### config.mk
export PLATFORM = sky130hd
export DESIGN_NAME = payload_engine_seq
export DESIGN_NICKNAME = d
export VERILOG_FILES = /design/src/rtl/payload_engine_seq_pkg.sv /design/src/rtl/payload_engine_seq_lowbit_pri_enc.sv /design/src/rtl/payload_engine_seq.sv
export SDC_FILE = /design/constraint.sdc
export NUM_CORES = 1
export LEC_CHECK = 0
export BUFFER_PORTS_ARGS = -buffer_cell sky130_fd_sc_hd__buf_2
export CORE_ASPECT_RATIO = 0.6
export CORE_MARGIN = 4
export CORE_UTILIZATION = 30
export CTS_CLUSTER_SIZE = 20
export DETAILED_ROUTE_END_ITERATION = 16
export PLACE_DENSITY_LB_ADDON = 0.2
export SYNTH_ARGS = -nofsm -noshare
export SYNTH_HDL_FRONTEND = slang
export SYNTH_SLANG_ARGS = --single-unit
export TNS_END_PERCENT = 30
### constraint.sdc
create_clock -name clk -period 4.9 [get_ports clk]
set_input_delay 0.49 -clock clk [delete_from_list [all_inputs] [get_ports clk]]
set_output_delay 0.49 -clock clk [all_outputs]
set_load 0.005 [all_outputs]
### src/rtl/payload_engine_seq_pkg.sv
// Shared types and helpers for the payload engine bank sequencer.
// Holds the FSM state encoding, the default drain length and a popcount.
package payload_engine_seq_pkg;

    typedef enum logic [2:0] {
        ST_IDLE,
        ST_CLEAR,
        ST_STREAM,
        ST_DRAIN,
        ST_CAPTURE,
        ST_REPORT,
        ST_DONE
    } state_t;

    localparam int unsigned DRAIN_CYCLES_DEF = 2;
    localparam int unsigned POP_MAX_W        = 64;

    function automatic int unsigned popcount(input logic [POP_MAX_W-1:0] v);
        int unsigned n;
        n = 0;
        for (int unsigned i = 0; i < POP_MAX_W; i++) begin
            n += 32'(v[i]);
        end
        return n;
    endfunction

endpackage

### src/rtl/payload_engine_seq_lowbit_pri_enc.sv
// Lowest-set-bit priority encoder: index of the lowest set bit plus
// flags for "any bit set" and "exactly one bit set".
module lowbit_pri_enc
    import payload_engine_seq_pkg::*;
#(
    parameter int unsigned W     = 16,
    parameter int unsigned IDX_W = 6
) (
    input  logic [W-1:0]     vec,
    output logic [IDX_W-1:0] idx,
    output logic             any,
    output logic             single
);

    logic found;

    always_comb begin
        idx   = '0;
        found = 1'b0;
        for (int unsigned i = 0; i < W; i++) begin
            if (vec[i] && !found) begin
                idx   = IDX_W'(i);
                found = 1'b1;
            end
        end
    end

    assign any    = |vec;
    // x & (x-1) strips the lowest set bit; nothing left means one bit was set.
    assign single = any && ((vec & (vec - W'(1))) == '0);

endmodule

### src/rtl/payload_engine_seq.sv
// Per-packet sequencer for a bank of payload-matching engines: clear, stream,
// drain, capture the match vector and report matching engine indices.
module payload_engine_seq
    import payload_engine_seq_pkg::*;
#(
    parameter int unsigned NUM_ENG      = 16,
    parameter int unsigned ID_W         = 6,
    parameter int unsigned DRAIN_CYCLES = DRAIN_CYCLES_DEF
) (
    input  logic                         clk,
    input  logic                         rst_n,
    input  logic                         s_valid,
    input  logic                         s_sof,
    input  logic                         s_eof,
    output logic                         s_ready,
    output logic                         eng_sod,
    output logic                         eng_en,
    output logic                         char_gate,
    input  logic [NUM_ENG-1:0]           eng_match,
    output logic                         m_valid,
    input  logic                         m_ready,
    output logic [ID_W-1:0]              m_id,
    output logic                         m_last,
    output logic                         pkt_done,
    output logic                         pkt_abort,
    output logic [$clog2(NUM_ENG+1)-1:0] match_cnt
);

    localparam int unsigned CNT_W = $clog2(NUM_ENG + 1);
    localparam int unsigned DC_W  = (DRAIN_CYCLES < 2) ? 1 : $clog2(DRAIN_CYCLES + 1);

    state_t              state, state_nx;
    logic [NUM_ENG-1:0]  vec, vec_nx;
    logic [DC_W-1:0]     drain_cnt, drain_nx;
    logic                first_beat, first_nx;
    logic                sod_st;
    logic [ID_W-1:0]     low_idx;
    logic                vec_any, vec_single;

    lowbit_pri_enc #(
        .W     (NUM_ENG),
        .IDX_W (ID_W)
    ) u_enc (
        .vec    (vec),
        .idx    (low_idx),
        .any    (vec_any),
        .single (vec_single)
    );

    always_ff @(posedge clk or negedge rst_n) begin
        if (!rst_n) begin
            state      <= ST_IDLE;
            vec        <= '0;
            drain_cnt  <= '0;
            first_beat <= 1'b0;
            match_cnt  <= '0;
        end else begin
            state      <= state_nx;
            vec        <= vec_nx;
            drain_cnt  <= drain_nx;
            first_beat <= first_nx;
            if (state == ST_CAPTURE) begin
                match_cnt <= CNT_W'(popcount(POP_MAX_W'(eng_match)));
            end
        end
    end

    always_comb begin
        state_nx  = state;
        vec_nx    = vec;
        drain_nx  = drain_cnt;
        first_nx  = first_beat;
        s_ready   = 1'b0;
        sod_st    = 1'b0;
        eng_en    = 1'b0;
        char_gate = 1'b0;
        m_valid   = 1'b0;
        m_last    = 1'b0;
        pkt_done  = 1'b0;
        pkt_abort = 1'b0;

        unique case (state)
            ST_IDLE: begin
                if (s_valid) begin
                    if (s_sof) state_nx = ST_CLEAR;
                    else       s_ready  = 1'b1;
                end
            end
            ST_CLEAR: begin
                sod_st   = 1'b1;
                first_nx = 1'b1;
                state_nx = ST_STREAM;
            end
            ST_STREAM: begin
                char_gate = 1'b1;
                eng_en    = s_valid;
                // A fresh sof mid-packet is stalled and restarts the bank.
                if (s_valid && s_sof && !s_eof && !first_beat) begin
                    pkt_abort = 1'b1;
                    state_nx  = ST_CLEAR;
                end else begin
                    s_ready = 1'b1;
                    if (s_valid) begin
                        first_nx = 1'b0;
                        if (s_eof) begin
                            drain_nx = DC_W'(DRAIN_CYCLES);
                            state_nx = ST_DRAIN;
                        end
                    end
                end
            end
            ST_DRAIN: begin
                eng_en   = 1'b1;
                drain_nx = drain_cnt - DC_W'(1);
                if (drain_cnt <= DC_W'(1)) state_nx = ST_CAPTURE;
            end
            ST_CAPTURE: begin
                vec_nx   = eng_match;
                state_nx = ST_REPORT;
            end
            ST_REPORT: begin
                if (!vec_any) begin
                    state_nx = ST_DONE;
                end else begin
                    m_valid = 1'b1;
                    m_last  = vec_single;
                    if (m_ready) begin
                        vec_nx = vec & (vec - NUM_ENG'(1));
                        if (vec_single) state_nx = ST_DONE;
                    end
                end
            end
            ST_DONE: begin
                pkt_done = 1'b1;
                state_nx = ST_IDLE;
            end
            default: state_nx = ST_IDLE;
        endcase
    end

    // Engines are held clear for the whole time reset is asserted.
    assign eng_sod = sod_st | ~rst_n;
    assign m_id    = low_idx;

endmodule

### After elaboration in Yosys (flattened, before gate mapping)

Cells that the tools add are included.

* eq/ne operators: 18
* reduce and logical (&&, ||, !) cells: 46
* add/sub/neg operators: 17
* bitwise operators: 3
* $lt $le $gt $ge: 1
* muxes and demuxes: 64

Operators by type and width (number)
* 5-bit by 1-bit adder with 5-bit output: 11
* 3-bit 2-to-1 mux: 13
* 16-bit 2-to-1 mux: 2
* 4-bit 2-to-1 mux: 8
* 16-bit one-hot mux with 2 select lines: 1
* 1-bit 2-to-1 mux: 30
* 1-bit logical AND: 19
* 3-bit one-hot mux with 6 select lines: 1
* 1-bit logical NOT: 17
* 16-bit AND: 1
* 16-bit logical NOT: 1
* 16-bit OR reduction: 1
* 16-bit by 1-bit subtractor with 16-bit output (second input constant): 1
* 2-bit inequality test (second input constant): 7
* 3-bit inequality test (second input constant): 4
* 2-bit 2-to-1 mux: 5
* 3-bit equality test (second input constant): 3
* 7-bit AND reduction: 1
* 3-bit by 2-bit equality test with 1-bit output (second input constant): 2
* 1-bit one-hot mux with 2 select lines: 3
* 3-bit AND reduction: 2
* 2-bit nonzero test: 3
* 4-bit by 1-bit adder with 5-bit output: 1
* 3-bit by 1-bit adder with 4-bit output: 1
* other kinds (11): 11

* logic and storage cells: 154
* output and inout bits: 19
* bits in registers: 27
* input bits: 22

### Logic depth before layout (Yosys ltp)

Gate-level depths: netlist (run 1).

* word-level depth: 46
* depth in mapped cells: 13
* mapped depth without buffers: 13

### Cells and area by module

A second synthesis (run 1) with hierarchy kept.

* cells, all modules: 238
* area, all modules: 2160.8 sq um

Modules (own cells, without submodules)
* payload_engine_seq: area each 1795.5 sq um, times used 1, sequential area each 675.6 sq um, cells an instance 186
* lowbit_pri_enc: area each 365.4 sq um, times used 1, sequential area each 0.0 sq um, cells an instance 52

### Worst setup path before layout (run 1)

Ideal clock, no wire load.

* kind: input to register
* start: in eng_match[0]
* end: reg match_cnt[3]
* required time: 4.766 ns
* arrival: 3.340 ns
* setup slack: 1.426 ns
* path buffers: 0
* library setup time: 0.134 ns
* stages on the path: 11
* cells stage by stage: fa_1 inv_1 fa_1 fa_1 fa_1 inv_1 ha_1 a21o_1 a21oi_1 xor2_1 o21ai_0

* longest elaborated chain between the ends: 15

RTL lines
* from (decl): RTL line payload_engine_seq.sv:19 `input logic [NUM_ENG-1:0] eng_match,`
* 1-bit by 1-bit adder with 2-bit output: RTL line payload_engine_seq_pkg.sv:22 `n += 32'(v[i]);`
* 2-bit by 1-bit adder with 3-bit output: RTL line payload_engine_seq_pkg.sv:22
* 3-bit by 1-bit adder with 4-bit output: RTL line payload_engine_seq_pkg.sv:22
* 4-bit by 1-bit adder with 5-bit output: RTL line payload_engine_seq_pkg.sv:22
* 5-bit by 1-bit adder with 5-bit output (11 in a row): RTL line payload_engine_seq_pkg.sv:22
* to (signal assigned): RTL line payload_engine_seq.sv:63 `match_cnt <= CNT_W'(popcount(POP_MAX_W'(eng_match)));`
* to (decl): RTL line payload_engine_seq.sv:26 `output logic [$clog2(NUM_ENG+1)-1:0] match_cnt`

Every way passes these cells.
A chain may end at the register's enable or synchronous reset.

### Worst setup path in the final report (run 1)

* start: in eng_match[5]
* end: reg match_cnt[4]

* longest elaborated chain between the ends: 11

RTL lines (RTL line)
* 5-bit by 1-bit adder with 5-bit output (11 in a row): payload_engine_seq_pkg.sv:22

Every way passes these cells.

==> impl_results.html, run 1 <==
<table>
<tr><th>Metric</th><th>Value</th></tr>
<tr><th colspan="2">Synthesis</th></tr>
<tr><td>Sequential-to-total area share from yosys stat</td><td>about 32%</td></tr>
<tr><td>Share of synthesized registers carrying an async set or reset</td><td>100.0%</td></tr>
<tr><td>Commonest register cell after synthesis</td><td>sky130_fd_sc_hd__dfrtp_1</td></tr>
<tr><td>Biggest area contributors in the synthesized netlist</td><td>sky130_fd_sc_hd__dfrtp_1 32%, sky130_fd_sc_hd__fa_1 9.6%, sky130_fd_sc_hd__o21ai_0 5.7%</td></tr>
<tr><td>Number of warnings printed during yosys synthesis</td><td>0</td></tr>
<tr><td>Post-synth EDFFs</td><td>0</td></tr>
<tr><td>Mean instance size in the synthesized netlist</td><td>between 8 and 9 µm²</td></tr>
<tr><td>Distinct cell type count of the synthesized netlist</td><td>46</td></tr>
<tr><td>Register bit count reported by yosys</td><td>27</td></tr>
<tr><td>Cell type with the highest aggregate area in the netlist</td><td>sky130_fd_sc_hd__dfrtp_1</td></tr>
<tr><td>Syn Inst Count</td><td>241</td></tr>
<tr><td>Combined area of all synthesized cells</td><td>about 2100 µm²</td></tr>
<tr><td>Yosys top cell area share</td><td>roughly 32%</td></tr>
<tr><th colspan="2">Clocking</th></tr>
<tr><td>CTS tree</td><td>yes</td></tr>
<tr><td>Clock-pin slew reported for the worst setup and hold paths after clock tree synthesis</td><td>0.07 ns</td></tr>
<tr><td>Clk_lat worst skew</td><td>roughly 0.26 ns</td></tr>
<tr><td>Number of clock buffers inserted by TritonCTS</td><td>3</td></tr>
<tr><td>Number of sinks handled by clock tree synthesis</td><td>27</td></tr>
<tr><td>Htree depth</td><td>1</td></tr>
<tr><td>Max Root-Sink Buffers</td><td>2</td></tr>
<tr><td>Post-CTS resize count</td><td>0</td></tr>
<tr><td>Count of buffers added by post-CTS timing repair for setup</td><td>0</td></tr>
<tr><td>Clock Root Buffer</td><td>sky130_fd_sc_hd__clkbuf_16</td></tr>
<tr><td>Hold_buf cts</td><td>0</td></tr>
<tr><th colspan="2">Route</th></tr>
<tr><td>DR vias</td><td>about 1.8k</td></tr>
<tr><td>Antenna viol nets, final</td><td>0</td></tr>
<tr><td>DRC violations left</td><td>0</td></tr>
<tr><td>DRT Pass-1 Iters</td><td>4</td></tr>
<tr><td>Post-detailed-routing wire length</td><td>approximately 5500 µm</td></tr>
<tr><td>Post-detailed-route wirelength per cell</td><td>roughly 15 µm</td></tr>
<tr><td>Violation count after the first detailed-routing iteration</td><td>101</td></tr>
<tr><td>Vias per Instance</td><td>4.947</td></tr>
<tr><th colspan="2">Setup path</th></tr>
<tr><td>Count of buffering cells on the critical path with inverters included</td><td>4</td></tr>
<tr><td>Critical Path Sink</td><td>match_cnt[4]</td></tr>
<tr><td>Top cell by count, worst path</td><td>sky130_fd_sc_hd__fa_1</td></tr>
<tr><td>Startpoint of the most critical setup path</td><td>eng_match[5]</td></tr>
<tr><td>CP Depth</td><td>13</td></tr>
<tr><td>Type of the worst setup path</td><td>input port to register</td></tr>
<tr><td>Biggest cell delay along the critical path</td><td>roughly 0.60 ns</td></tr>
<tr><td>Startpoint of the worst register-to-register path</td><td>vec[1]</td></tr>
<tr><td>Required time reported for the critical path endpoint</td><td>between 5 and 6 ns</td></tr>
<tr><td>Kind of capture point of the worst setup path</td><td>register</td></tr>
<tr><td>Cell count of the worst reg-to-reg path</td><td>6</td></tr>
<tr><td>Largest fanout on the critical path</td><td>2</td></tr>
<tr><td>Critical Path Slowest Stage Cell</td><td>sky130_fd_sc_hd__fa_1</td></tr>
<tr><td>Arrival @ worst endpoint</td><td>approximately 3.7 ns</td></tr>
<tr><td>Setup slack, reg-to-reg</td><td>~2.6 ns</td></tr>
<tr><td>Category of cells accounting for the largest share of critical-path delay</td><td>adder cells</td></tr>
<tr><td>Startpoint type of the worst setup path</td><td>input port</td></tr>
<tr><td>Sequence of cells on the critical path</td><td>buf_2 &gt; inv_1 &gt; fa_1 &gt; fa_1 &gt; fa_1 &gt; fa_1 &gt; inv_1 &gt; ha_1 &gt; inv_1 &gt; fa_1 &gt; nor2b_1 &gt; o21ai_0 &gt; o21ai_0</td></tr>
<tr><td>R2R Path End</td><td>state[0]</td></tr>
<tr><th colspan="2">Power and ir drop</th></tr>
<tr><td>Peak ir drop on the vdd network</td><td>0.1795 mV</td></tr>
<tr><td>Cell leakage power</td><td>about 1.1 nW</td></tr>
<tr><td>Total power after layout</td><td>between 1 and 1.5 mW</td></tr>
<tr><td>Areal power density over the cells</td><td>about 600 nW/µm²</td></tr>
<tr><th colspan="2">Global routing</th></tr>
<tr><td>Vias in the first global route</td><td>between 1.5k and 2k</td></tr>
<tr><td>Wire length of the first global-routing pass</td><td>around 9100 µm</td></tr>
<tr><td>Pin count of the biggest net entering global routing</td><td>32</td></tr>
<tr><td>Combined global-route utilization of all metal layers</td><td>14.18%</td></tr>
<tr><td>Sum of overflow across all layers after global routing</td><td>0</td></tr>
<tr><td>Number of antenna violations at the first check in global routing</td><td>0</td></tr>
<tr><th colspan="2">Cells and area</th></tr>
<tr><td>Layout fillers</td><td>723</td></tr>
<tr><td>Area of the multi-input gates</td><td>1222 µm²</td></tr>
<tr><td>Post-layout net count</td><td>310</td></tr>
<tr><td>Area of all placed cells without fillers</td><td>2386 µm²</td></tr>
<tr><td>Layout Utilization</td><td>around 35%</td></tr>
<tr><td>Sequential cell area</td><td>just under 700 µm²</td></tr>
<tr><td>Antenna cells</td><td>0</td></tr>
<tr><td>Area Overhead vs Synth</td><td>13.85%</td></tr>
<tr><td>Fin cells</td><td>roughly 360</td></tr>
<tr><td>Share of final-layout standard cells stronger than drive strength 1</td><td>19.19%</td></tr>
<tr><th colspan="2">STA</th></tr>
<tr><td>Final critical delay including setup and external delays</td><td>3.484 ns</td></tr>
<tr><td>Normalized max-slew margin</td><td>about a third</td></tr>
<tr><td>Max Freq</td><td>approximately 0.29 GHz</td></tr>
<tr><td>Final Worst Setup Slack</td><td>about 1.4 ns</td></tr>
<tr><td>Clock Skews</td><td>roughly 0.0019 ns</td></tr>
<tr><td>Final period utilization</td><td>between 70% and 80%</td></tr>
<tr><td>Slew @ Worst Pin</td><td>roughly 1 ns</td></tr>
<tr><td>Smallest hold slack</td><td>around 0.25 ns</td></tr>
<tr><td>RSZ-0062 raised after global routing</td><td>false</td></tr>
<tr><td>Final Hold Fails</td><td>0</td></tr>
<tr><td>Total negative setup slack</td><td>0 ns</td></tr>
<tr><td>Final number of setup-violating endpoints</td><td>0</td></tr>
<tr><td>Max-slew violation count</td><td>0</td></tr>
<tr><th colspan="2">Die</th></tr>
<tr><td>Placeable core area</td><td>roughly 6700 µm²</td></tr>
<tr><td>Ports placed on the boundary</td><td>between 40 and 50</td></tr>
<tr><td>Die X</td><td>between 100 and 150 µm</td></tr>
<tr><td>Height of the die</td><td>72.74 µm</td></tr>
<tr><td>Initial standard-cell utilization of the core</td><td>31.12%</td></tr>
<tr><td>Core Rows</td><td>23</td></tr>
<tr><td>Total die area</td><td>about 8400 µm²</td></tr>
<tr><th colspan="2">Run</th></tr>
<tr><td>Max-cap viol count</td><td>0</td></tr>
<tr><th colspan="2">Outcome</th></tr>
<tr><td>Status</td><td>finished clean</td></tr>
<tr><th colspan="2">Placed design</th></tr>
<tr><td>Routability cong.</td><td>0.8064</td></tr>
<tr><td>DP HPWL</td><td>about 4300 µm</td></tr>
<tr><td>Area after DPL</td><td>roughly 2300 µm²</td></tr>
<tr><td>Worst setup slack before clock tree synthesis</td><td>~1.1 ns</td></tr>
<tr><td>Quantity of I/O buffers inserted on ports</td><td>38</td></tr>
<tr><td>Total instance count after detailed placement</td><td>~350</td></tr>
<tr><th colspan="2">Hold path</th></tr>
<tr><td>Type of the tightest min-delay check</td><td>input port to async pin</td></tr>
</table>
==> cells in the mapped netlist, types with 2 or more instances <==
cell	count
sky130_fd_sc_hd__nand2_1	32
sky130_fd_sc_hd__dfrtp_1	27
sky130_fd_sc_hd__inv_1	25
sky130_fd_sc_hd__o21ai_0	24
sky130_fd_sc_hd__nor2_1	20
sky130_fd_sc_hd__a22o_1	12
sky130_fd_sc_hd__a21oi_1	11
sky130_fd_sc_hd__nor3_1	11
sky130_fd_sc_hd__fa_1	10
sky130_fd_sc_hd__ha_1	6
sky130_fd_sc_hd__buf_6	5
sky130_fd_sc_hd__clkbuf_1	5
sky130_fd_sc_hd__nand2b_1	4
sky130_fd_sc_hd__a211oi_1	3
sky130_fd_sc_hd__buf_4	3
sky130_fd_sc_hd__nand3_1	3
sky130_fd_sc_hd__nand4_1	3
sky130_fd_sc_hd__nor4_4	3
sky130_fd_sc_hd__a22oi_1	2
sky130_fd_sc_hd__a32oi_1	2
sky130_fd_sc_hd__maj3_1	2
sky130_fd_sc_hd__nor2b_1	2
sky130_fd_sc_hd__nor4_1	2
sky130_fd_sc_hd__xor2_1	2
==> layer usage <==
layer  vias up  global-route usage, %  routed length [µm]
met4         0                  2.317                  30
li1        895                      -                   -
met1       832                  24.28                3167
met2        42                  17.72                1971
met3         2                  2.983                 315
met5         -                      0                   0
==> worst min-delay path by stage <==
stage | from | end | slack (ns) | depth (start not counted)
after floorplan | rst_n | drain_cnt[0] | 0.19 | 0
after global placement | match_cnt[0] | match_cnt[0] | 0.46 | 2
after detailed placement | match_cnt[0] | match_cnt[0] | 0.46 | 2
after CTS | rst_n | match_cnt[4] | 0.28 | 1
after global routing | rst_n | match_cnt[4] | 0.33 | 1
final | rst_n | match_cnt[4] | 0.25 | 1
==> layout make-up <==
class / count / area share, %
clock buffer: 3 / 3.146
multi-input combinational: 175 / 51.23
sequential: 27 / 28.32
inverter: 25 / 3.933
tap: 87 / 4.562
timing repair buffer: 40 / 8.600
clock inverter: 1 / 0.2098
==> placed cells by master, fill, tap and decap left out, types with 3 or more instances in the layout <==
master                       n
sky130_fd_sc_hd__buf_2      38
sky130_fd_sc_hd__nand2_1    32
sky130_fd_sc_hd__dfrtp_1    27
sky130_fd_sc_hd__inv_1      25
sky130_fd_sc_hd__o21ai_0    24
sky130_fd_sc_hd__nor2_1     20
sky130_fd_sc_hd__a22o_1     12
sky130_fd_sc_hd__nor3_1     11
sky130_fd_sc_hd__a21oi_1    11
sky130_fd_sc_hd__fa_1       10
sky130_fd_sc_hd__ha_1        6
sky130_fd_sc_hd__nand2b_1    4
sky130_fd_sc_hd__nor4_4      3
sky130_fd_sc_hd__nand4_1     3
sky130_fd_sc_hd__nand3_1     3
sky130_fd_sc_hd__a211oi_1    3
sky130_fd_sc_hd__clkbuf_16   3
==> where the power goes <==
part / internal, mW / total (mW) / switching, mW
registers: 0.323 / 0.535 / 0.212
logic: 0.353 / 0.707 / 0.354
clock network: 0.110 / 0.192 / 0.0812
==> flip-flops by register name, summed over array words and instances, names as in the netlist <==
signal,flops
drain_cnt,2
state,3
vec,16
first_beat,1
match_cnt,5
==> worst register-to-register path, stage by stage, from the launching register on <==
cell and delay, ns:
sky130_fd_sc_hd__dfrtp_1 0.50, sky130_fd_sc_hd__nor4_4 0.50, sky130_fd_sc_hd__nand3_2 0.18, sky130_fd_sc_hd__maj3_1 0.38, sky130_fd_sc_hd__and4bb_1 0.33, sky130_fd_sc_hd__a31oi_1 0.12, sky130_fd_sc_hd__a211o_1 0.23
==> cell families after synthesis <==
| family | Yosys count | share of synthesized area [%] |
|---|---|---|
| other | 1 | 0.1789 |
| adders and majority gates | 18 | 14.09 |
| buffers and inverters | 40 | 9.611 |
| and+or+nand+nor | 87 | 22.09 |
| AOI/OAI and AO/OA | 66 | 20.96 |
| DFF | 27 | 32.24 |
| xor gates and xnor gates | 2 | 0.8360 |
(Power assumes the default switching activity.)
==> run 2, diff against run 1 <==
- clock period: 4.9 -> 3.5 ns (I/O delays scaled with it)
==> run 2 against run 1 <==
  * Die area stayed put
  * Combinational power is 41% higher
  * Sequential share of layout area is 0.26 points lower
  * Utilization is 0.33 points higher
  * Non-clock buffer count is 3 higher
  * Total power is 41% higher
  * Design area is 0.94% higher
  * Register-to-register slack worse by 1.5 ns
  * Via count is 2.1% higher
  * Worst hold slack worse by 0.14 ns
  * Clock power is 43% higher
  * Sequential cell count stayed put
  * Critical endpoint unchanged
==> impl_results.html, run 2 (same netlist as run 1, synthesis figures left out) <==
<table>
<tr><th>Metric</th><th>Value</th></tr>
<tr><th colspan="2">Power and ir drop</th></tr>
<tr><td>Sequential fraction of design power</td><td>37.0%</td></tr>
<tr><td>Areal power density over the cells</td><td>about 840 nW/µm²</td></tr>
<tr><td>Net switching power figure</td><td>0.9083 mW</td></tr>
<tr><td>Internal power component</td><td>1.113 mW</td></tr>
<tr><td>Cell leakage power</td><td>between 1 and 1.5 nW</td></tr>
<tr><td>Sw Ratio</td><td>between 40% and 50%</td></tr>
<tr><td>Logic pwr share</td><td>about half</td></tr>
<tr><td>Peak ir drop on the vdd network</td><td>around 0.27 mV</td></tr>
<tr><td>Portion of total power attributed to the clock network</td><td>roughly 14%</td></tr>
<tr><th colspan="2">Placed design</th></tr>
<tr><td>Quantity of I/O buffers inserted on ports</td><td>38</td></tr>
<tr><td>DP HPWL</td><td>~4300 µm</td></tr>
<tr><td>Routability cong.</td><td>0.7923</td></tr>
<tr><th colspan="2">Route</th></tr>
<tr><td>Antenna viol nets, final</td><td>0</td></tr>
<tr><td>DR vias</td><td>between 1.5k and 2k</td></tr>
<tr><td>DRT Pass-1 Iters</td><td>4</td></tr>
<tr><td>Violation count after the first detailed-routing iteration</td><td>~150</td></tr>
<tr><td>DRC violations left</td><td>0</td></tr>
<tr><td>Post-detailed-routing wire length</td><td>5511 µm</td></tr>
<tr><td>Vias per Instance</td><td>5.008</td></tr>
<tr><td>Post-detailed-route wirelength per cell</td><td>~15 µm</td></tr>
<tr><th colspan="2">Global routing</th></tr>
<tr><td>Number of antenna violations at the first check in global routing</td><td>0</td></tr>
<tr><td>Vias in the first global route</td><td>around 1.7k</td></tr>
<tr><td>Sum of overflow across all layers after global routing</td><td>0</td></tr>
<tr><td>Pin count of the biggest net entering global routing</td><td>32</td></tr>
<tr><td>Combined global-route utilization of all metal layers</td><td>~14%</td></tr>
<tr><td>GRT busiest layer</td><td>met1</td></tr>
<tr><td>Wire length of the first global-routing pass</td><td>approximately 9300 µm</td></tr>
<tr><td>Met3 demand-to-capacity share in global routing</td><td>under 10%</td></tr>
<tr><td>Global-route track usage on met2</td><td>17.72%</td></tr>
<tr><td>Met1 usage</td><td>between 20% and 30%</td></tr>
<tr><th colspan="2">STA</th></tr>
<tr><td>Final period utilization</td><td>between 90 and 100%</td></tr>
<tr><td>RSZ-0062 raised after global routing</td><td>false</td></tr>
<tr><td>Final critical delay including setup and external delays</td><td>around 3.3 ns</td></tr>
<tr><td>Clock Skews</td><td>0.004240 ns</td></tr>
<tr><td>Final Hold Fails</td><td>0</td></tr>
<tr><td>Slew @ Worst Pin</td><td>about 0.96 ns</td></tr>
<tr><td>Max-slew violation count</td><td>0</td></tr>
<tr><td>Max Freq</td><td>~0.30 GHz</td></tr>
<tr><td>Final number of setup-violating endpoints</td><td>0</td></tr>
<tr><td>Smallest hold slack</td><td>around 0.11 ns</td></tr>
<tr><td>Normalized max-slew margin</td><td>a little over a third</td></tr>
<tr><th colspan="2">Clocking</th></tr>
<tr><td>Count of buffers added by post-CTS timing repair for setup</td><td>0</td></tr>
<tr><td>Clock Root Buffer</td><td>sky130_fd_sc_hd__clkbuf_16</td></tr>
<tr><td>Clock-pin slew reported for the worst setup and hold paths after clock tree synthesis</td><td>~0.070 ns</td></tr>
<tr><td>Hold_buf cts</td><td>0</td></tr>
<tr><td>Number of sinks handled by clock tree synthesis</td><td>27</td></tr>
<tr><td>Number of clock buffers inserted by TritonCTS</td><td>3</td></tr>
<tr><td>Post-CTS resize count</td><td>0</td></tr>
<tr><td>Htree depth</td><td>1</td></tr>
<tr><td>CTS tree</td><td>yes</td></tr>
<tr><td>Clk_lat worst skew</td><td>0.27 ns</td></tr>
<tr><td>Max Root-Sink Buffers</td><td>2</td></tr>
<tr><th colspan="2">Cells and area</th></tr>
<tr><td>Post-layout net count</td><td>about 310</td></tr>
<tr><td>Largest Register</td><td>vec</td></tr>
<tr><td>Commonest non-fill, non-tap cell in the layout</td><td>sky130_fd_sc_hd__buf_2</td></tr>
<tr><td>Registers with the most flip-flops</td><td>vec x16, match_cnt x5, state x3</td></tr>
<tr><td>Layout Utilization</td><td>between 30% and 40%</td></tr>
<tr><td>Area Overhead vs Synth</td><td>14.93%</td></tr>
<tr><td>Most frequent cells in the layout</td><td>38 x sky130_fd_sc_hd__buf_2, 32 x sky130_fd_sc_hd__nand2_1, 27 x sky130_fd_sc_hd__dfrtp_1, 25 x sky130_fd_sc_hd__inv_1, 24 x sky130_fd_sc_hd__o21ai_0</td></tr>
<tr><td>Antenna cells</td><td>0</td></tr>
<tr><td>Number of flip-flops under the largest register name</td><td>16</td></tr>
<tr><td>Share of final-layout standard cells stronger than drive strength 1</td><td>between 20% and 30%</td></tr>
<tr><th colspan="2">Setup path</th></tr>
<tr><td>Critical Path Sink</td><td>match_cnt[4]</td></tr>
<tr><td>Setup slack, reg-to-reg</td><td>between 1 and 1.5 ns</td></tr>
<tr><td>Largest fanout on the critical path</td><td>2</td></tr>
<tr><td>Cell count of the worst reg-to-reg path</td><td>6</td></tr>
<tr><td>Startpoint type of the worst setup path</td><td>input port</td></tr>
<tr><td>Kind of capture point of the worst setup path</td><td>register</td></tr>
<tr><td>Type of the worst setup path</td><td>input port to register</td></tr>
<tr><td>Startpoint of the most critical setup path</td><td>eng_match[5]</td></tr>
<tr><td>R2R Path End</td><td>state[0]</td></tr>
<tr><td>Startpoint of the worst register-to-register path</td><td>vec[1]</td></tr>
<tr><td>Arrival @ worst endpoint</td><td>3.49 ns</td></tr>
<tr><td>Required time reported for the critical path endpoint</td><td>about 3.7 ns</td></tr>
<tr><th colspan="2">Die</th></tr>
<tr><td>Core Rows</td><td>23</td></tr>
<tr><td>Placeable core area</td><td>slightly below 7000 µm²</td></tr>
<tr><td>Ports placed on the boundary</td><td>41</td></tr>
<tr><td>Die X</td><td>115.9 µm</td></tr>
<tr><td>Total die area</td><td>roughly 8400 µm²</td></tr>
<tr><td>Height of the die</td><td>around 73 µm</td></tr>
<tr><td>Initial standard-cell utilization of the core</td><td>31.12%</td></tr>
<tr><th colspan="2">Hold path</th></tr>
<tr><td>Type of the tightest min-delay check</td><td>input port to async pin</td></tr>
<tr><th colspan="2">Outcome</th></tr>
<tr><td>Status</td><td>finished clean</td></tr>
<tr><th colspan="2">Run</th></tr>
<tr><td>Max-cap viol count</td><td>0</td></tr>
</table>
==> run 2: cell count changes in the layout (fill, tap and decap cells not counted) <==
cell,before,now
sky130_fd_sc_hd__buf_4,2,5
==> run 2: worst min path at each step <==
stage | from | cells past startpoint | end | slack, ns
after floorplan | rst_n | 0 | drain_cnt[0] | 0.05
after global placement | rst_n | 1 | match_cnt[2] | 0.43
after detailed placement | rst_n | 1 | match_cnt[2] | 0.43
after CTS | rst_n | 1 | match_cnt[2] | 0.14
after global routing | rst_n | 1 | match_cnt[3] | 0.18
final | rst_n | 1 | match_cnt[2] | 0.11
==> run 2: cell type report <==
cell class                 count  area (µm²)
multi-input combinational    175        1222
clock inverter                 1       5.005
inverter                      25       93.84
clock buffer                   3       75.07
tap                           87       108.9
fill                         724        4325
sequential                    27       675.6
timing repair buffer          43       227.7
==> run 2: layer usage <==
layer  wire length [µm]  vias up  part of all wire [%]
li1                   -      900                     -
met3                363        4                   6.6
met5                  0        -                     0
met2               1909       54                    35
met4                 35        0                  0.64
met1               3203      850                    58
==> run 2: through the flow <==
step	instance area [µm²]	std cells	TNS (ns)	power [mW]	worst slack (ns)
floorplan	2100	242	0	1.489	0.1658
global placement	2328	357	-0.1028	1.748	-0.04560
detailed placement	2328	357	-0.2206	1.754	-0.1152
CTS	2409	361	0	2.033	0.1752
global route	2409	361	0	2.236	0.005081
finish	2409	361	0	2.021	0.2026
==> run 2: power groups by stage <==
stage / clock network [mW] / registers (mW) / logic (mW)
floorplan: 0 / 0.586 / 0.903
global placement: 0 / 0.748 / 1.00
detailed placement: 0 / 0.746 / 1.01
CTS: 0.279 / 0.742 / 1.01
global route: 0.293 / 0.790 / 1.15
finish: 0.274 / 0.748 / 1.00
==> run 2: worst max-delay path, cell delays in order <==
cell                      delay [ns]
sky130_fd_sc_hd__buf_2          0.09
sky130_fd_sc_hd__inv_1          0.05
sky130_fd_sc_hd__fa_1           0.60
sky130_fd_sc_hd__fa_1           0.45
sky130_fd_sc_hd__fa_1           0.53
sky130_fd_sc_hd__fa_1           0.41
sky130_fd_sc_hd__inv_1          0.07
sky130_fd_sc_hd__ha_1           0.16
sky130_fd_sc_hd__inv_1          0.06
sky130_fd_sc_hd__fa_1           0.39
sky130_fd_sc_hd__nor2b_1        0.12
sky130_fd_sc_hd__o21ai_0        0.07
sky130_fd_sc_hd__o21ai_0        0.13
